===== src/rtl/meas_id_tx_if.sv =====
// meas_id_tx_if: bundles the measurement-side ID inputs, the host resend
// request and the serial-link outputs of meas_id_tx.
//   master : measurement stage / host side (drives ID, valid, resend)
//   slave  : the transmitter itself
interface meas_id_tx_if #(
  parameter int C_IDWIDTH = 24
);
  logic [C_IDWIDTH-1:0] id;
  logic                 id_v;
  logic                 resend;
  logic                 txd;
  logic                 busy;
  logic                 done;

  modport master (
    output id,
    output id_v,
    output resend,
    input  txd,
    input  busy,
    input  done
  );

  modport slave (
    input  id,
    input  id_v,
    input  resend,
    output txd,
    output busy,
    output done
  );
endinterface


===== src/rtl/meas_id_tx.sv =====
// meas_id_tx: captures the primitive PUF ID on the rising edge of the
// measurement stage's ID-valid level and shifts it out over a single-wire
// UART-style link, least significant byte first, one 8N1 frame per byte.
// A shadow copy of the ID is kept so the host can request a retransmission
// without re-running the measurement.
//
// Build option:
//   MEAS_ID_PARITY_EN - when defined, every frame carries an even-parity bit
//                       between the last data bit and the stop bit (11-bit
//                       frames). When undefined, frames are plain 8N1.
module meas_id_tx #(
  parameter int C_IDWIDTH  = 24,
  parameter int C_BITCYC   = 16,
  parameter int C_CNTWIDTH = 16
) (
  input  logic          I_sclk,
  input  logic          I_osc_rst,
  meas_id_tx_if.slave   bus
);

  localparam int C_NBYTES = C_IDWIDTH / 8;
  localparam int C_BYTEW  = (C_NBYTES > 1) ? $clog2(C_NBYTES) : 1;

  localparam logic [C_CNTWIDTH-1:0] C_CNT_LAST  = C_CNTWIDTH'(C_BITCYC - 1);
  localparam logic [C_BYTEW-1:0]    C_BYTE_LAST = C_BYTEW'(C_NBYTES - 1);
  localparam logic [C_BYTEW-1:0]    C_BYTE_ONE  = C_BYTEW'(1);
  localparam logic [C_BYTEW-1:0]    C_BYTE_ZERO = C_BYTEW'(0);
  localparam logic [C_CNTWIDTH-1:0] C_CNT_ZERO  = C_CNTWIDTH'(0);
  localparam logic [C_CNTWIDTH-1:0] C_CNT_ONE   = C_CNTWIDTH'(1);

`ifdef MEAS_ID_PARITY_EN
  typedef enum logic [2:0] {
    ST_IDLE  = 3'd0,
    ST_START = 3'd1,
    ST_DATA  = 3'd2,
    ST_PAR   = 3'd3,
    ST_STOP  = 3'd4
  } state_t;
`else
  typedef enum logic [2:0] {
    ST_IDLE  = 3'd0,
    ST_START = 3'd1,
    ST_DATA  = 3'd2,
    ST_STOP  = 3'd4
  } state_t;
`endif

  // Select byte 'idx' of the ID word.
  function automatic logic [7:0] byte_sel(
    input logic [C_IDWIDTH-1:0] word,
    input logic [C_BYTEW-1:0]   idx
  );
    logic [7:0] res;
    res = 8'h00;
    for (int i = 0; i < C_NBYTES; i++) begin
      if (idx == C_BYTEW'(i)) begin
        res = word[i*8 +: 8];
      end else begin
        res = res;
      end
    end
    return res;
  endfunction

`ifdef MEAS_ID_PARITY_EN
  // Even parity: the parity bit makes the total count of ones even.
  function automatic logic even_parity(input logic [7:0] data);
    return ^data;
  endfunction
`endif

  state_t                 state_r, state_n_s;
  logic [C_CNTWIDTH-1:0]  cnt_r, cnt_n_s;
  logic [C_BYTEW-1:0]     byte_r, byte_n_s;
  logic [2:0]             bit_r, bit_n_s;
  logic [C_IDWIDTH-1:0]   shadow_r, shadow_n_s;
  logic                   captured_r, captured_n_s;
  logic                   id_v_d_r;
  logic                   txd_r, txd_n_s;
  logic                   busy_r;
  logic                   done_r, done_n_s;

  logic                   rise_s;
  logic                   bit_end_s;
  logic [7:0]             cur_byte_s;

  assign rise_s    = bus.id_v & ~id_v_d_r;
  assign bit_end_s = (cnt_r == C_CNT_LAST);

  // Next-state, counters and capture decisions for the frame sequencer.
  always_comb begin
    state_n_s    = state_r;
    cnt_n_s      = cnt_r;
    byte_n_s     = byte_r;
    bit_n_s      = bit_r;
    shadow_n_s   = shadow_r;
    captured_n_s = captured_r;
    done_n_s     = 1'b0;

    // The bit-period counter only runs while a frame is on the wire and
    // restarts at every bit boundary, so each state lasts C_BITCYC cycles.
    if (state_r == ST_IDLE) begin
      cnt_n_s = C_CNT_ZERO;
    end else if (bit_end_s) begin
      cnt_n_s = C_CNT_ZERO;
    end else begin
      cnt_n_s = cnt_r + C_CNT_ONE;
    end

    case (state_r)
      ST_IDLE: begin
        // A fresh ID always takes priority over a resend request.
        if (rise_s) begin
          shadow_n_s   = bus.id;
          captured_n_s = 1'b1;
          state_n_s    = ST_START;
          byte_n_s     = C_BYTE_ZERO;
        end else if (bus.resend && captured_r) begin
          state_n_s    = ST_START;
          byte_n_s     = C_BYTE_ZERO;
        end else begin
          state_n_s    = ST_IDLE;
        end
      end

      ST_START: begin
        if (bit_end_s) begin
          state_n_s = ST_DATA;
          bit_n_s   = 3'd0;
        end else begin
          state_n_s = ST_START;
        end
      end

      ST_DATA: begin
        if (bit_end_s) begin
          if (bit_r == 3'd7) begin
`ifdef MEAS_ID_PARITY_EN
            state_n_s = ST_PAR;
`else
            state_n_s = ST_STOP;
`endif
          end else begin
            bit_n_s = bit_r + 3'd1;
          end
        end else begin
          state_n_s = ST_DATA;
        end
      end

`ifdef MEAS_ID_PARITY_EN
      ST_PAR: begin
        if (bit_end_s) begin
          state_n_s = ST_STOP;
        end else begin
          state_n_s = ST_PAR;
        end
      end
`endif

      ST_STOP: begin
        if (bit_end_s) begin
          // Frames of one ID follow each other with no idle gap.
          if (byte_r == C_BYTE_LAST) begin
            state_n_s = ST_IDLE;
            byte_n_s  = C_BYTE_ZERO;
            done_n_s  = 1'b1;
          end else begin
            state_n_s = ST_START;
            byte_n_s  = byte_r + C_BYTE_ONE;
          end
        end else begin
          state_n_s = ST_STOP;
        end
      end

      default: begin
        state_n_s = ST_IDLE;
        cnt_n_s   = C_CNT_ZERO;
        byte_n_s  = C_BYTE_ZERO;
        bit_n_s   = 3'd0;
      end
    endcase
  end

  // Line level for the upcoming state, registered alongside the state.
  always_comb begin
    txd_n_s    = 1'b1;
    cur_byte_s = byte_sel(shadow_r, byte_n_s);
    case (state_n_s)
      ST_IDLE:  txd_n_s = 1'b1;
      ST_START: txd_n_s = 1'b0;
      ST_DATA:  txd_n_s = cur_byte_s[bit_n_s];
`ifdef MEAS_ID_PARITY_EN
      ST_PAR:   txd_n_s = even_parity(cur_byte_s);
`endif
      ST_STOP:  txd_n_s = 1'b1;
      default:  txd_n_s = 1'b1;
    endcase
  end

  // State, counters, shadow ID and registered outputs.
  always_ff @(posedge I_sclk or negedge I_osc_rst) begin
    if (!I_osc_rst) begin
      state_r    <= ST_IDLE;
      cnt_r      <= C_CNT_ZERO;
      byte_r     <= C_BYTE_ZERO;
      bit_r      <= 3'd0;
      shadow_r   <= {C_IDWIDTH{1'b0}};
      captured_r <= 1'b0;
      id_v_d_r   <= 1'b0;
      txd_r      <= 1'b1;
      busy_r     <= 1'b0;
      done_r     <= 1'b0;
    end else begin
      state_r    <= state_n_s;
      cnt_r      <= cnt_n_s;
      byte_r     <= byte_n_s;
      bit_r      <= bit_n_s;
      shadow_r   <= shadow_n_s;
      captured_r <= captured_n_s;
      id_v_d_r   <= bus.id_v;
      txd_r      <= txd_n_s;
      busy_r     <= (state_n_s != ST_IDLE);
      done_r     <= done_n_s;
    end
  end

  assign bus.txd  = txd_r;
  assign bus.busy = busy_r;
  assign bus.done = done_r;

endmodule

===== src/flat_wrapper.sv =====
// flat-port wrapper written by rule: the top's interface ports become plain ports
module meas_id_tx_flat 
#(
  parameter int C_IDWIDTH  = 24,
  parameter int C_BITCYC   = 16,
  parameter int C_CNTWIDTH = 16
)
  (I_sclk, I_osc_rst, bus_id, bus_id_v, bus_resend, bus_txd, bus_busy, bus_done);
  meas_id_tx_if #(.C_IDWIDTH(C_IDWIDTH)) bus_i ();
  input  logic I_sclk;
  input  logic I_osc_rst;
  input wire logic [$bits(bus_i.id)-1:0] bus_id;
  input wire logic [$bits(bus_i.id_v)-1:0] bus_id_v;
  input wire logic [$bits(bus_i.resend)-1:0] bus_resend;
  output wire logic [$bits(bus_i.txd)-1:0] bus_txd;
  output wire logic [$bits(bus_i.busy)-1:0] bus_busy;
  output wire logic [$bits(bus_i.done)-1:0] bus_done;
  assign bus_i.id = bus_id;
  assign bus_i.id_v = bus_id_v;
  assign bus_i.resend = bus_resend;
  assign bus_txd = bus_i.txd;
  assign bus_busy = bus_i.busy;
  assign bus_done = bus_i.done;
  meas_id_tx #(.C_IDWIDTH(C_IDWIDTH), .C_BITCYC(C_BITCYC), .C_CNTWIDTH(C_CNTWIDTH)) u_core (.I_sclk(I_sclk), .I_osc_rst(I_osc_rst), .bus(bus_i));
endmodule

===== config.mk =====
export PLATFORM = sky130hd
export DESIGN_NAME = meas_id_tx_flat
export DESIGN_NICKNAME = d
export VERILOG_FILES = /design/src/rtl/meas_id_tx_if.sv /design/src/rtl/meas_id_tx.sv /design/src/flat_wrapper.sv
export SDC_FILE = /design/constraint.sdc
export NUM_CORES = 1
export LEC_CHECK = 0
export ABC_AREA = 1
export BUFFER_PORTS_ARGS = -buffer_cell sky130_fd_sc_hd__clkbuf_2
export CORE_ASPECT_RATIO = 1.25
export CORE_MARGIN = 4
export CORE_UTILIZATION = 31
export DETAILED_ROUTE_END_ITERATION = 12
export GPL_TIMING_DRIVEN = 0
export PLACE_DENSITY_LB_ADDON = 0.25
export SYNTH_ARGS = -nofsm -noshare
export SYNTH_HDL_FRONTEND = slang
export SYNTH_SLANG_ARGS = --single-unit

===== constraint.sdc =====
create_clock -name I_sclk -period 2.75 [get_ports I_sclk]
set_input_delay 0.1375 -clock I_sclk [delete_from_list [all_inputs] [get_ports I_sclk]]
set_output_delay 0.1375 -clock I_sclk [all_outputs]
set_load 0.03 [all_outputs]

# Word level (Yosys, flattened, before mapping)
# Index checks and enable logic that the tools add are counted.
word_totals:
  regBits: 53
  out_inout_bits: 3
op_classes:
  add_sub_neg: 3
  n_lt_le_gt_ge: 1
  eq_ne: 10
  mux: 29
  bitwise: 2
  n_reduce_logical: 8
ops:
  columns: ["cell", "count"]
  rows:
  - ["16-bit 2-to-1 mux", 3]
  - ["8-bit 2-to-1 mux", 3]
  - ["3-bit 2-to-1 mux", 7]
  - ["16-bit by 1-bit adder with 16-bit output (second input constant)", 1]
  - ["16-bit by 4-bit == test with 1-bit output (second input constant)", 1]
  - ["3-bit one-hot mux with 4 select lines", 1]
  - ["2-bit 2-to-1 mux", 5]
  - ["3-bit one-hot mux with 3 select lines", 1]
  - ["3-bit by 1-bit == test with 1-bit output (second input constant)", 2]
  - ["3-bit by 2-bit == test with 1-bit output (second input constant)", 2]
  - ["3-bit == test (second input constant)", 2]
  - ["1-bit 2-to-1 mux", 6]
  - ["2-bit one-hot mux with 3 select lines", 1]
  - ["2-bit == test (second input constant)", 2]
  - ["3-bit by 4-bit < comparator with 1-bit output (second input constant)", 1]
  - ["2-bit OR reduction", 2]
  - ["4-bit OR reduction", 1]
  - ["3-bit by 1-bit adder with 3-bit output (second input constant)", 1]
  - ["1-bit binary-select mux with 3-bit select", 1]
  - ["3-bit zero test", 1]
  - ["3-bit nonzero test", 1]
  - ["2-bit by 1-bit adder with 2-bit output (second input constant)", 1]
  - ["2-bit by 1-bit == test with 1-bit output (second input constant)", 1]
  - ["2-bit zero test", 1]
  - ["other kinds (5)", 5]

# Logic depth before layout (Yosys ltp)
# Gate-level depths: netlist of run 1.
depth:
  depth_word: 11
  ltp_mapped: 20
  mapped_depth_nobuf: 20

# Worst setup path before layout of run 1
# No wires, ideal clock.
synth_path:
  kind: "reg-to-reg"
  from: "register u_core.cnt_r[0]"
  to: "register u_core.txd_r (netlist: u_core.bus.txd)"
  arrival_ns: 1.860
  required_ns: 2.690
  setup_slack_ns: 0.830
  stages_incl_launch_ff: 19
  path_buffers: 1
  synth_period_minus_slack_ns: 1.920
  cell_sequence: "dfrtp_1 > ha_1 > nand3_4 > nor2_4 > nand2_4 > nand2_2 > nand2_2 > nand2_4 > nand2_4 > buf_8 > nor3_1 > nor2_1 > nand2_1 > nand3_1 > nand2_1 > nand2_1 > nand2_1 > nand2_1 > nand2_1"
synth_between:
  elab_chain_len: 10
  elab_cells_between_ends: 21
  classes_between: "eq/ne (5); mux (15); reduce/logical (1)"
synth_lines:
  columns: ["element", "line", "text"]
  rows:
  - ["start, declared", "meas_id_tx.sv:73", "logic [C_CNTWIDTH-1:0] cnt_r, cnt_n_s;"]
  - ["start signal, assigned", "meas_id_tx.sv:217", "cnt_r <= cnt_n_s;"]
  - ["16-bit by 4-bit == test with 1-bit output (*)", "meas_id_tx.sv:88", "assign bit_end_s = (cnt_r == C_CNT_LAST);"]
  - ["2-bit 2-to-1 mux (*)", "meas_id_tx.sv:162", "if (bit_end_s) begin"]
  - ["2-bit one-hot mux with 3 select lines (*)", "meas_id_tx.sv:110", "case (state_r)"]
  - ["named net u_core.byte_n_s[0]", "meas_id_tx.sv:74", "logic [C_BYTEW-1:0] byte_r, byte_n_s;"]
  - ["2-bit zero test", "meas_id_tx.sv:56", "if (idx == C_BYTEW'(i)) begin"]
  - ["8-bit 2-to-1 mux (2 in a row)", "meas_id_tx.sv:56", null]
  - ["8-bit 2-to-1 mux (*)", "meas_id_tx.sv:56", null]
  - ["1-bit binary-select mux with 3-bit select (*)", "meas_id_tx.sv:193", "ST_DATA: txd_n_s = cur_byte_s[bit_n_s];"]
  - ["1-bit 2-to-1 mux (not written as such) (*)", "meas_id_tx.sv:193", null]
  - ["1-bit one-hot mux with 2 select lines (*)", "meas_id_tx.sv:190", "case (state_n_s)"]
  - ["named net u_core.txd_n_s", "meas_id_tx.sv:79", "logic txd_r, txd_n_s;"]
  - ["end signal, assigned", "meas_id_tx.sv:223", "txd_r <= txd_n_s;"]
  - ["end, declared", "meas_id_tx.sv:79", null]
# Mark *: on every way through the listed nets, which the timed path passes. The rest lies on a longest branch. The select of a mux whose other input is x is not followed.
# A chain may end at the register's enable or synchronous reset.

# Worst setup path after layout of run 1
# Ends and elaborated chain as after synthesis.

==> results_dict.tcl, run 1 <==
set metrics [dict create \
    status "finished clean" \
    syn_area_um2 2730 \
    hold_viol_final 0 \
    async_flop_share 1.00 \
    cts_setup_buffers 0 \
    synth_ff_type "dfrtp_1" \
    synth_edf_count 0 \
    placed_cells 444 \
    finClkSkew_ps 8.25 \
    antennaDiodeCount 0 \
    fp.dieArea_um2 10400 \
    synth-seq-area-share 0.486 \
    cts_max_level 2 \
    ys_warn_count 0 \
    drive_gt1_frac 0.251 \
    syn_inst 294 \
    routedWlPerCell_um 11.4 \
    cp-end-kind "flip-flop" \
    routed_wl_um 5190 \
    maxCapViolations 0 \
    core_area_um2 8650 \
    path_max_fanout 10 \
    finalInstanceArea_um2 3190 \
    ys_types 33 \
    clk_pin_slew_ps 100 \
    peakVddDrop_mv 0.203 \
    grt_pass1_vias 2018 \
    synth_area_leaders "dfrtp_1 48%, mux2_2 9.1%, nand2_1 6.3%" \
    path_class "reg -> reg" \
    synth_top_area_frac 0.477 \
    clk_latency_ps 300 \
    cts_buffer_depth 2 \
    layout_min_cycle_time_ps 2200 \
    drt-initial-drc-count 53 \
    gp_congestion 0.793 \
    grt_first_pass_wirelength_um 9100 \
    die_w_um 91.9 \
    stdcell_count 455 \
    drcViolationCount 0 \
    io_pins 31 \
    syn_nets 324 \
    vias 2007 \
    nets 364 \
    ys_seq_elements 53 \
    rsz0062_at_grt "false" \
    setup_viol 0 \
    finalSetupTns_ps 0 \
    start_util 0.315 \
    start_kind "flip-flop" \
    dp_hpwl_um 3960 \
    dr.pass1.iters 4 \
    tritoncts "built" \
    worst_ep_required_time_ps 3000 \
    num-fill-cells 910 \
    grt-ovfl-total 0 \
    cts_made_buffers 5 \
    worstMarginPinSlew_ps 633 \
    seq_area_um2 1330 \
    yosys-top-cells-count "52 x dfrtp_1, 46 x nand2_1, 38 x inv_1, 33 x nor2_1, 27 x nand3_1" \
    fin_total_pwr_mw 1.37 \
    via_per_inst 4.41 \
    cts_root_buf "clkbuf_8" \
    place.port_buffers 30 \
    synth_most_common_cell "dfrtp_1" \
    grt_max_degree 54 \
    area_delta_synth_final_pct 16.9 \
    die_h_um 113 \
    cts.sinks 53 \
    drv_slew 0 \
    netlist.top_cell.by_area "dfrtp_1" \
    hold_class "in -> reg" \
    multi_input_area_um2 1220 \
    num_rows 38 \
    syn_avg_cell_area_um2 9.28 \
    fmax_ghz 0.455 \
    ant_nets 0 \
    p_leak_nw 1.63 \
    worstPathArrival_ps 2450 \
    track_usage 0.108 \
    antenna_found_initial 0 \
    utilization 0.369 \
    cellPowerDensity_nw_per_um2 430 \
    slew_headroom 0.576 \
    period_share 0.799 \
    place_area_um2 3030 \
]
## timing repair
item                                    4_1_cts  5_1_grt
hold buffers                                  1        1
endpoints found under the setup margin        0        0
hold endpoints to repair                      1       18
gates resized for setup                       0        0
## cell families (layout without fill, tap and decap cells)
group	count (synthesis)	after routing	share of synthesized area
AO/OA/AOI/OAI	17	17	0.0339
XOR/XNOR	7	7	0.0225
adder cells (fa/ha/maj)	2	2	0.00917
buffers and inverters	44	85	0.0651
flip-flops	53	53	0.486
multiplexers	22	22	0.0908
AND/OR/NAND/NOR	149	149	0.292
## cell usage in the layout, fill, tap and decap left out, drive strengths merged
cell	synthesis	layout
o21bai	1	1
nor4	1	1
nor3	6	6
and3	2	2
nor2	39	39
a21oi	7	7
buf	2	4
nand4	10	10
and3b	1	1
ha	2	2
xor2	5	5
or2	1	1
nand3b	1	1
dlygate4sd3	0	2
nand2	53	53
clkbuf	3	38
xnor2	2	2
o21ai	7	7
nand3	32	32
dfrtp	52	52
a211oi	1	1
dfstp	1	1
clkinvlp	0	1
o211ai	1	1
mux2	22	22
inv	39	39
nor3b	3	3
bufinv	0	1
## final cells by class
| class | count | share of cell area |
|---|---|---|
| flip-flops and latches | 53 | 0.416 |
| multi-input cells | 197 | 0.384 |
| repair buffers | 33 | 0.0596 |
| well taps | 120 | 0.0471 |
| inverters | 39 | 0.0459 |
| clock buffers | 6 | 0.0259 |
| clock inverters | 2 | 0.0118 |
| plain buffers | 5 | 0.00981 |
## metrics by stage
| step | hold WS (ps) | setup WS (ps) |
|---|---|---|
| floorplan | -158 | 830 |
| global placement | 263 | 557 |
| detailed placement | 264 | 551 |
| CTS | 50.3 | 527 |
| global route | 43.0 | 357 |
| finish | 54.3 | 552 |
## power by group
part           internal (mW)  leakage, nW  switching, mW
sequential             0.779        0.689       0.000191
combinational         0.0191        0.881         0.0215
clock                  0.296       0.0574          0.254
total                   1.09         1.63          0.276
## path summary, 6_finish.rpt
| path | endpoint | start | depth (start not counted) | slack, ps |
|---|---|---|---|---|
| max | u_core.bus.txd | u_core.cnt_r[0] | 18 | 550 |
| min | u_core.shadow_r[10] | bus_id[10] | 2 | 50 |
| max reg2reg | u_core.bus.txd | u_core.cnt_r[0] | 18 | 550 |
| min reg2reg | u_core.captured_r | u_core.captured_r | 2 | 470 |
| max in group asynchronous | u_core.shadow_r[3] | I_osc_rst | 3 | 1910 |
| min in group asynchronous | u_core.cnt_r[3] | I_osc_rst | 2 | 310 |
## worst max-delay path, stage by stage, from the launching register on
cell and delay (ps):
dfrtp_1 380, ha_1 240, nand3_4 120, nor2_4 180, nand2_4 120, nand2_2 100
nand2_2 70, nand2_4 90, nand2_4 70, buf_8 140, nor3_1 140, nor2_1 60
nand2_1 70, nand3_1 70, nand2_1 60, nand2_1 40, nand2_1 80, nand2_1 50
nand2_1 60
## routing by layer
layer  up-vias  wire length, um  GRT usage
li1       1039                -          -
met1       939             2270      0.132
met2        25             2720      0.193
met3         4              154     0.0226
met4         0               44     0.0297
met5         -                0          0
## flip-flops by register name (all words and copies together) (netlist names)
| name | flops |
|---|---|
| u_core.state_r | 3 |
| u_core.shadow_r | 24 |
| u_core.bit_r | 3 |
| u_core.captured_r | 1 |
| u_core.bus.done | 1 |
| u_core.byte_r | 2 |
| u_core.id_v_d_r | 1 |
| u_core.bus.txd | 1 |
| u_core.bus.busy | 1 |
| u_core.cnt_r | 16 |
Power figures use the tool's default switching activity.
==> run 2, diff against run 1 <==
ABC_AREA = 0   (was 1)
clock period = 2.2 ns   (was 2.75 ns; I/O delays follow)
==> run 2 against run 1 <==
The run now ends with setup timing left. Utilization increased by 2.9 points. Worst hold slack worse by 32 ps. First-iteration DRC count is 89% higher. Die area grew 4.1%. Power increased by 150%. Global-route usage is 1.7 points higher. Flip-flop and latch count is the same. Sequential share of layout area shrank 3.7 points.
==> results_dict.tcl, run 2 <==
set metrics [dict create \
    worst_ep_required_time_ps 2440 \
    path_max_fanout 8 \
    top_regs "u_core.shadow_r x24, u_core.cnt_r x16" \
    die_h_um 115 \
    fin_total_pwr_mw 3.41 \
    num_rows 38 \
    mostFrequentLayoutCells "49 x dfrtp_1, 31 x clkbuf_2, 29 x nor2_1, 24 x mux2_2, 23 x buf_4" \
    yosys-top-cells-count "52 x dfrtp_1, 32 x nor2_1, 24 x mux2_2, 18 x nand3_1, 17 x nand2_1" \
    cellPowerDensity_nw_per_um2 971 \
    peakVddDrop_mv 0.442 \
    worst_slack_ps -219 \
    routedWlPerCell_um 14.4 \
    routed_wl_um 6440 \
    core_area_um2 8840 \
    start_util 0.322 \
    pwr-share-comb 0.382 \
    synth_top_family_by_area "simple AND/OR/NAND/NOR gates" \
    place.port_buffers 30 \
    worstPathArrival_ps 2660 \
    syn_area_um2 2850 \
    drive_gt1_frac 0.407 \
    finClkSkew_ps 5.07 \
    num-fill-cells 938 \
    grt-ovfl-total 0 \
    cts_buffer_depth 2 \
    ant_nets 0 \
    antennaDiodeCount 0 \
    clk_pin_slew_ps 100 \
    hold_viol_final 0 \
    violations "setup timing" \
    vias 2202 \
    place_ws_ps -326 \
    dr.pass1.iters 4 \
    largest_reg_flops 24 \
    cts_made_buffers 5 \
    rsz0062_at_grt "true" \
    via_per_inst 4.93 \
    worstMarginPinSlew_ps 691 \
    pwr-share-clk 0.185 \
    gp_congestion 0.830 \
    hold_class "in -> reg" \
    synth_top_area_frac 0.456 \
    path_class "reg -> reg" \
    top_register "u_core.shadow_r" \
    async_flop_share 1.00 \
    synth-seq-area-share 0.466 \
    tritoncts "built" \
    syn_inst 267 \
    layout_commonest_cell "dfrtp_1" \
    die_w_um 93.8 \
    grt_max_degree 54 \
    netlist.top_cell.by_area "dfrtp_1" \
    antenna_found_initial 0 \
    syn_avg_cell_area_um2 10.7 \
    maxCapViolations 0 \
    synth_edf_count 0 \
    ys_seq_elements 53 \
    cts.sinks 53 \
    io_pins 31 \
    cts_root_buf "clkbuf_8" \
    slew_headroom 0.539 \
    track_usage 0.125 \
    power_frac_seq 0.433 \
    setup_viol 1 \
    synth_compound_area_frac 0.132 \
    layout_min_cycle_time_ps 2420 \
    drcViolationCount 0 \
    synth-simple-area-share 0.197 \
    synthAdderAreaFrac 0.00878 \
    synth_area_leaders "dfrtp_1 46%, mux2_2 9.5%, nor2_1 4.2%" \
    area_delta_synth_final_pct 23.2 \
    synth_xor_area_frac 0.0430 \
    p_leak_nw 1.56 \
    drv_slew 0 \
    ys_types 59 \
    swShare 0.351 \
    fp.dieArea_um2 10800 \
    syn_nets 297 \
    clk_latency_ps 310 \
    cp-end-kind "flip-flop" \
    start_kind "flip-flop" \
    grt_first_pass_wirelength_um 10800 \
    status "finished with violations" \
    cts_max_level 2 \
    synth_ff_type "dfrtp_1" \
    fmax_ghz 0.413 \
    dp_hpwl_um 4570 \
    power.switching_mw 1.20 \
    synth_most_common_cell "dfrtp_1" \
    drt-initial-drc-count 100 \
    period_share 1.10 \
    ys_warn_count 0 \
    p_int_mw 2.21 \
    nets 356 \
    muxShareOfSynthArea 0.112 \
    grt_pass1_vias 2247 \
]
==> run 2: cell count changes after synthesis, moves of 4 or more <==
cell,delta
nand4_1,-9
nand3_1,-9
o21ai_0,+7
and3_2,+4
nand2_1,-29
nor2_4,-4
mux2i_1,+5
xor2_1,+4
inv_1,-32
==> run 2: timing repair <==
| action | 4_1_cts | 5_1_grt |
|---|---|---|
| endpoints found under the setup margin | 30 | 12 |
| hold endpoints to repair | 1 | 52 |
| setup buffers | 16 | 4 |
| hold buffers | 1 | 1 |
| gates resized for setup | 13 | 7 |
| pin swaps | 9 | 2 |
==> run 2: through the flow <==
stage,TNS [ps],util,area [um^2],hold slack (ps),std cells
floorplan,-5.90,-,2880,-186,267
global placement,-4140,0.360,3180,236,417
detailed placement,-4440,0.360,3180,238,417
CTS,-203,0.391,3460,18.0,442
global route,-366,0.397,3510,10.5,447
finish,-219,0.397,3510,21.9,447
==> run 2: critical path: stages (launching register included) <==
cell and delay [ps]:
dfrtp_1 420, nor4_4 320, buf_4 160, and4_4 270, buf_8 140, a21boi_2 50
o31a_1 310, nor2_2 160, inv_2 90, o21ai_0 160, a32oi_1 90, o211ai_2 180
==> run 2: area by class of cell <==
type | instances | area [um^2] | area share
tap | 120 | 150 | 0.0428
buffer | 11 | 111 | 0.0317
timing repair buffer | 52 | 323 | 0.0919
sequential | 53 | 1330 | 0.379
clock buffer | 7 | 96.3 | 0.0274
multi-input combinational | 196 | 1470 | 0.417
inverter | 7 | 26.3 | 0.00748
clock inverter | 1 | 8.76 | 0.00249
==> run 2: per-layer routing <==
layer	share of wire	global-route usage	vias up
met2	0.52	0.220	42
met1	0.44	0.158	1075
met5	0	0	-
li1	-	-	1079
met4	0.0092	0.0318	0
met3	0.031	0.0223	6
==> run 2: final timing paths <==
check | to | from | slack (ps) | cells past startpoint
max | u_core.bus.txd | u_core.cnt_r[13] | -220 | 11
max in group asynchronous | u_core.cnt_r[8] | I_osc_rst | 1320 | 2
min in group asynchronous | u_core.cnt_r[7] | I_osc_rst | 380 | 2
min reg2reg | u_core.captured_r | u_core.captured_r | 470 | 1
max reg2reg | u_core.bus.txd | u_core.cnt_r[13] | -220 | 11
min | u_core.shadow_r[19] | bus_id[19] | 20 | 2
==> run 2: kinds of logic after synthesis <==
logic type,Yosys count
simple gates,99
flops,53
compound gates,52
mux,29
buf+inv,18
xor+xnor,14
fa+ha+maj,2
==> run 2: power by group through the flow <==
| stage | Clock [mW] | Sequential (mW) | Combinational [mW] |
|---|---|---|---|
| 3_3_place_gp | 0 | 1.49 | 1.16 |
| 3_5_place_dp | 0 | 1.51 | 1.17 |
| 5_1_grt | 0.693 | 1.51 | 1.45 |
| 4_1_cts | 0.645 | 1.48 | 1.27 |
| 6_report | 0.631 | 1.48 | 1.30 |
| 2_1_floorplan | 0 | 1.46 | 0.886 |
==> run 3, diff against run 2 <==
GPL_TIMING_DRIVEN = not set   (was 0)
SKIP_LAST_GASP = 1   (was not set)
clock period = 2.05 ns   (was 2.2 ns; I/O delays follow)
==> run 3 against run 2 <==
The flow still finishes with violations (setup timing). Critical path depth shrank 2. Design area grew 3.8%. Utilization grew 1.5 points. Sequential power grew 9%. Routed wire length grew 0.73%. Flip-flop and latch count is the same. Clock power shrank 7.9%. Non-clock buffer count grew 23. Cell count grew 5.1%. First-iteration DRC count shrank 9.0%. Count of clock-buffer cells in the layout shrank 1. Critical path type unchanged. Critical endpoint unchanged.
==> results_dict.tcl, run 3 (synthesized netlist as in run 2, its figures left out) <==
set metrics [dict create \
    status "finished with violations" \
    violations "setup timing" \
    worst_slack_ps -313 \
    area_delta_synth_final_pct 27.9 \
    top_register "u_core.shadow_r" \
    rsz0062_at_grt "true" \
    utilization 0.412 \
    maxCapViolations 0 \
    hold_class "in -> reg" \
    place.port_buffers 30 \
    critical_path.slowest_cell "dfrtp_1" \
    grt_max_degree 26 \
    fp.dieArea_um2 10800 \
    dr.pass1.iters 4 \
    cts_root_buf "clkbuf_8" \
    worstPathArrival_ps 2580 \
    path_max_fanout 6 \
    grt_pass1_vias 2271 \
    die_h_um 115 \
    grt-ovfl-total 0 \
    min_to "u_core.shadow_r[15]" \
    r2r-end "u_core.bus.txd" \
    die_w_um 93.8 \
    p_leak_nw 1.67 \
    crit_path_max_incr_delay_ps 430 \
    drt-initial-drc-count 91 \
    drcViolationCount 0 \
    r2r-start "u_core.cnt_r[15]" \
    ff2ff_path_depth 9 \
    top_regs "u_core.shadow_r x24, u_core.cnt_r x16" \
    slew_headroom 0.713 \
    place_area_um2 3440 \
    drv_slew 0 \
    peakVddDrop_mv 0.455 \
    cts.sinks 53 \
    path_class "reg -> reg" \
    fmax_ghz 0.423 \
    clk_pin_slew_ps 100 \
    start_kind "flip-flop" \
    seq_area_um2 1330 \
    ant_nets 0 \
    antennaDiodeCount 0 \
    hold_viol_final 0 \
    cellPowerDensity_nw_per_um2 991 \
    vias 2268 \
    finalInstanceArea_um2 3650 \
    setup_viol 3 \
    multi_input_area_um2 1460 \
    cp.buffers_inverters 1 \
    routedWlPerCell_um 13.8 \
    cts_buffer_depth 2 \
    start_util 0.322 \
    track_usage 0.124 \
    layout_min_cycle_time_ps 2360 \
    cts_max_level 2 \
    num_rows 38 \
    largest_reg_flops 24 \
    num-fill-cells 915 \
    nets 380 \
    period_share 1.15 \
    dp_hpwl_um 4890 \
    worstMarginPinSlew_ps 426 \
    finClkSkew_ps 5.35 \
    crit_family "compound AO/OA/AOI/OAI gates" \
    antenna_found_initial 0 \
    io_pins 31 \
    tritoncts "built" \
    via_per_inst 4.83 \
    cp-end-kind "flip-flop" \
    drive_gt1_frac 0.437 \
    r2r_slack_ps -310 \
    mostFrequentLayoutCells "51 x buf_4, 51 x dfrtp_1, 30 x nor2_1, 30 x clkbuf_2, 24 x mux2_2" \
    cts_made_buffers 5 \
    core_area_um2 8840 \
    hp-start "bus_id[15]" \
    grt_first_pass_wirelength_um 10700 \
    holdPathStages 2 \
    routed_wl_um 6490 \
    clk_latency_ps 300 \
    gp_congestion 0.788 \
    crit_chain "nor4_4 > buf_4 > and4_4 > a21boi_2 > o31a_1 > a2111oi_2 > a21oi_1 > nand4_2 > o211ai_2" \
    worst_ep_required_time_ps 2270 \
]
[run 3: cell types whose count changed in the layout (fill, tap and decap cells not counted), moves of 2 or more]
cell / change
o21ai_4: -2
buf_8: -2
o21ai_2: +2
dfrtp_1: +2
clkbuf_8: -5
buf_4: +28
buf_12: +2
dfrtp_2: -2
[run 3: worst max path at each step]
stage | from | endpoint | slack, ps | cells past startpoint
3_5_place_dp | u_core.cnt_r[13] | u_core.bus.txd | -270 | 8
2_1_floorplan | u_core.cnt_r[0] | u_core.bus.txd | -160 | 11
5_1_grt | u_core.cnt_r[15] | u_core.bus.txd | -430 | 9
4_1_cts | u_core.cnt_r[13] | u_core.bus.txd | -290 | 8
6_report | u_core.cnt_r[15] | u_core.bus.txd | -310 | 9
3_3_place_gp | u_core.cnt_r[1] | u_core.bus.txd | -210 | 10
[run 3: routing by layer]
metal,up-vias,routed length (um),GRT usage
li1,1132,-,-
met1,1090,2880,0.155
met2,36,3320,0.217
met3,10,187,0.0216
met4,0,99,0.0424
met5,-,0,0
[run 3: report_power, final]
part / total, mW / switching [mW] / internal, mW
sequential: 1.61 / 0.234 / 1.37
combinational: 1.43 / 0.671 / 0.757
clock: 0.581 / 0.343 / 0.238
total: 3.61 / 1.25 / 2.37
[run 3: metrics by stage]
| stage | setup TNS, ps | cells | power, mW | hold slack [ps] | setup WS, ps |
|---|---|---|---|---|---|
| 3_5_place_dp | -395 | 451 | 3.03 | 57.7 | -269 |
| 2_1_floorplan | -156 | 267 | 2.51 | -193 | -156 |
| 3_3_place_gp | -309 | 451 | 3.01 | 58.5 | -215 |
| 6_report | -551 | 470 | 3.61 | 23.1 | -313 |
| 5_1_grt | -1080 | 470 | 3.89 | 6.49 | -433 |
| 4_1_cts | -435 | 460 | 3.63 | 13.3 | -287 |
[run 3: layout make-up]
cell class | instances | share of cell area
sequential | 53 | 0.364
multi-input combinational | 197 | 0.399
clock buffer | 6 | 0.0199
inverter | 7 | 0.00720
tap | 120 | 0.0412
clock inverter | 1 | 0.00240
timing repair buffer | 86 | 0.166
[run 3: worst reg2reg max path, stage by stage, from the launching register on]
cell       delay, ps
dfrtp_1          430
nor4_4           350
buf_4            170
and4_4           280
a21boi_2          60
o31a_1           340
a2111oi_2        330
a21oi_1          140
nand4_2          110
o211ai_2          80
[run 3: what timing repair did]
action	in CTS	in global routing
hold buffers	2	0
cloned	0	1
setup endpoints to repair	3	4
setup buffers	0	9
resized for setup	0	7
pin swaps	0	10
hold endpoints to repair	15	0
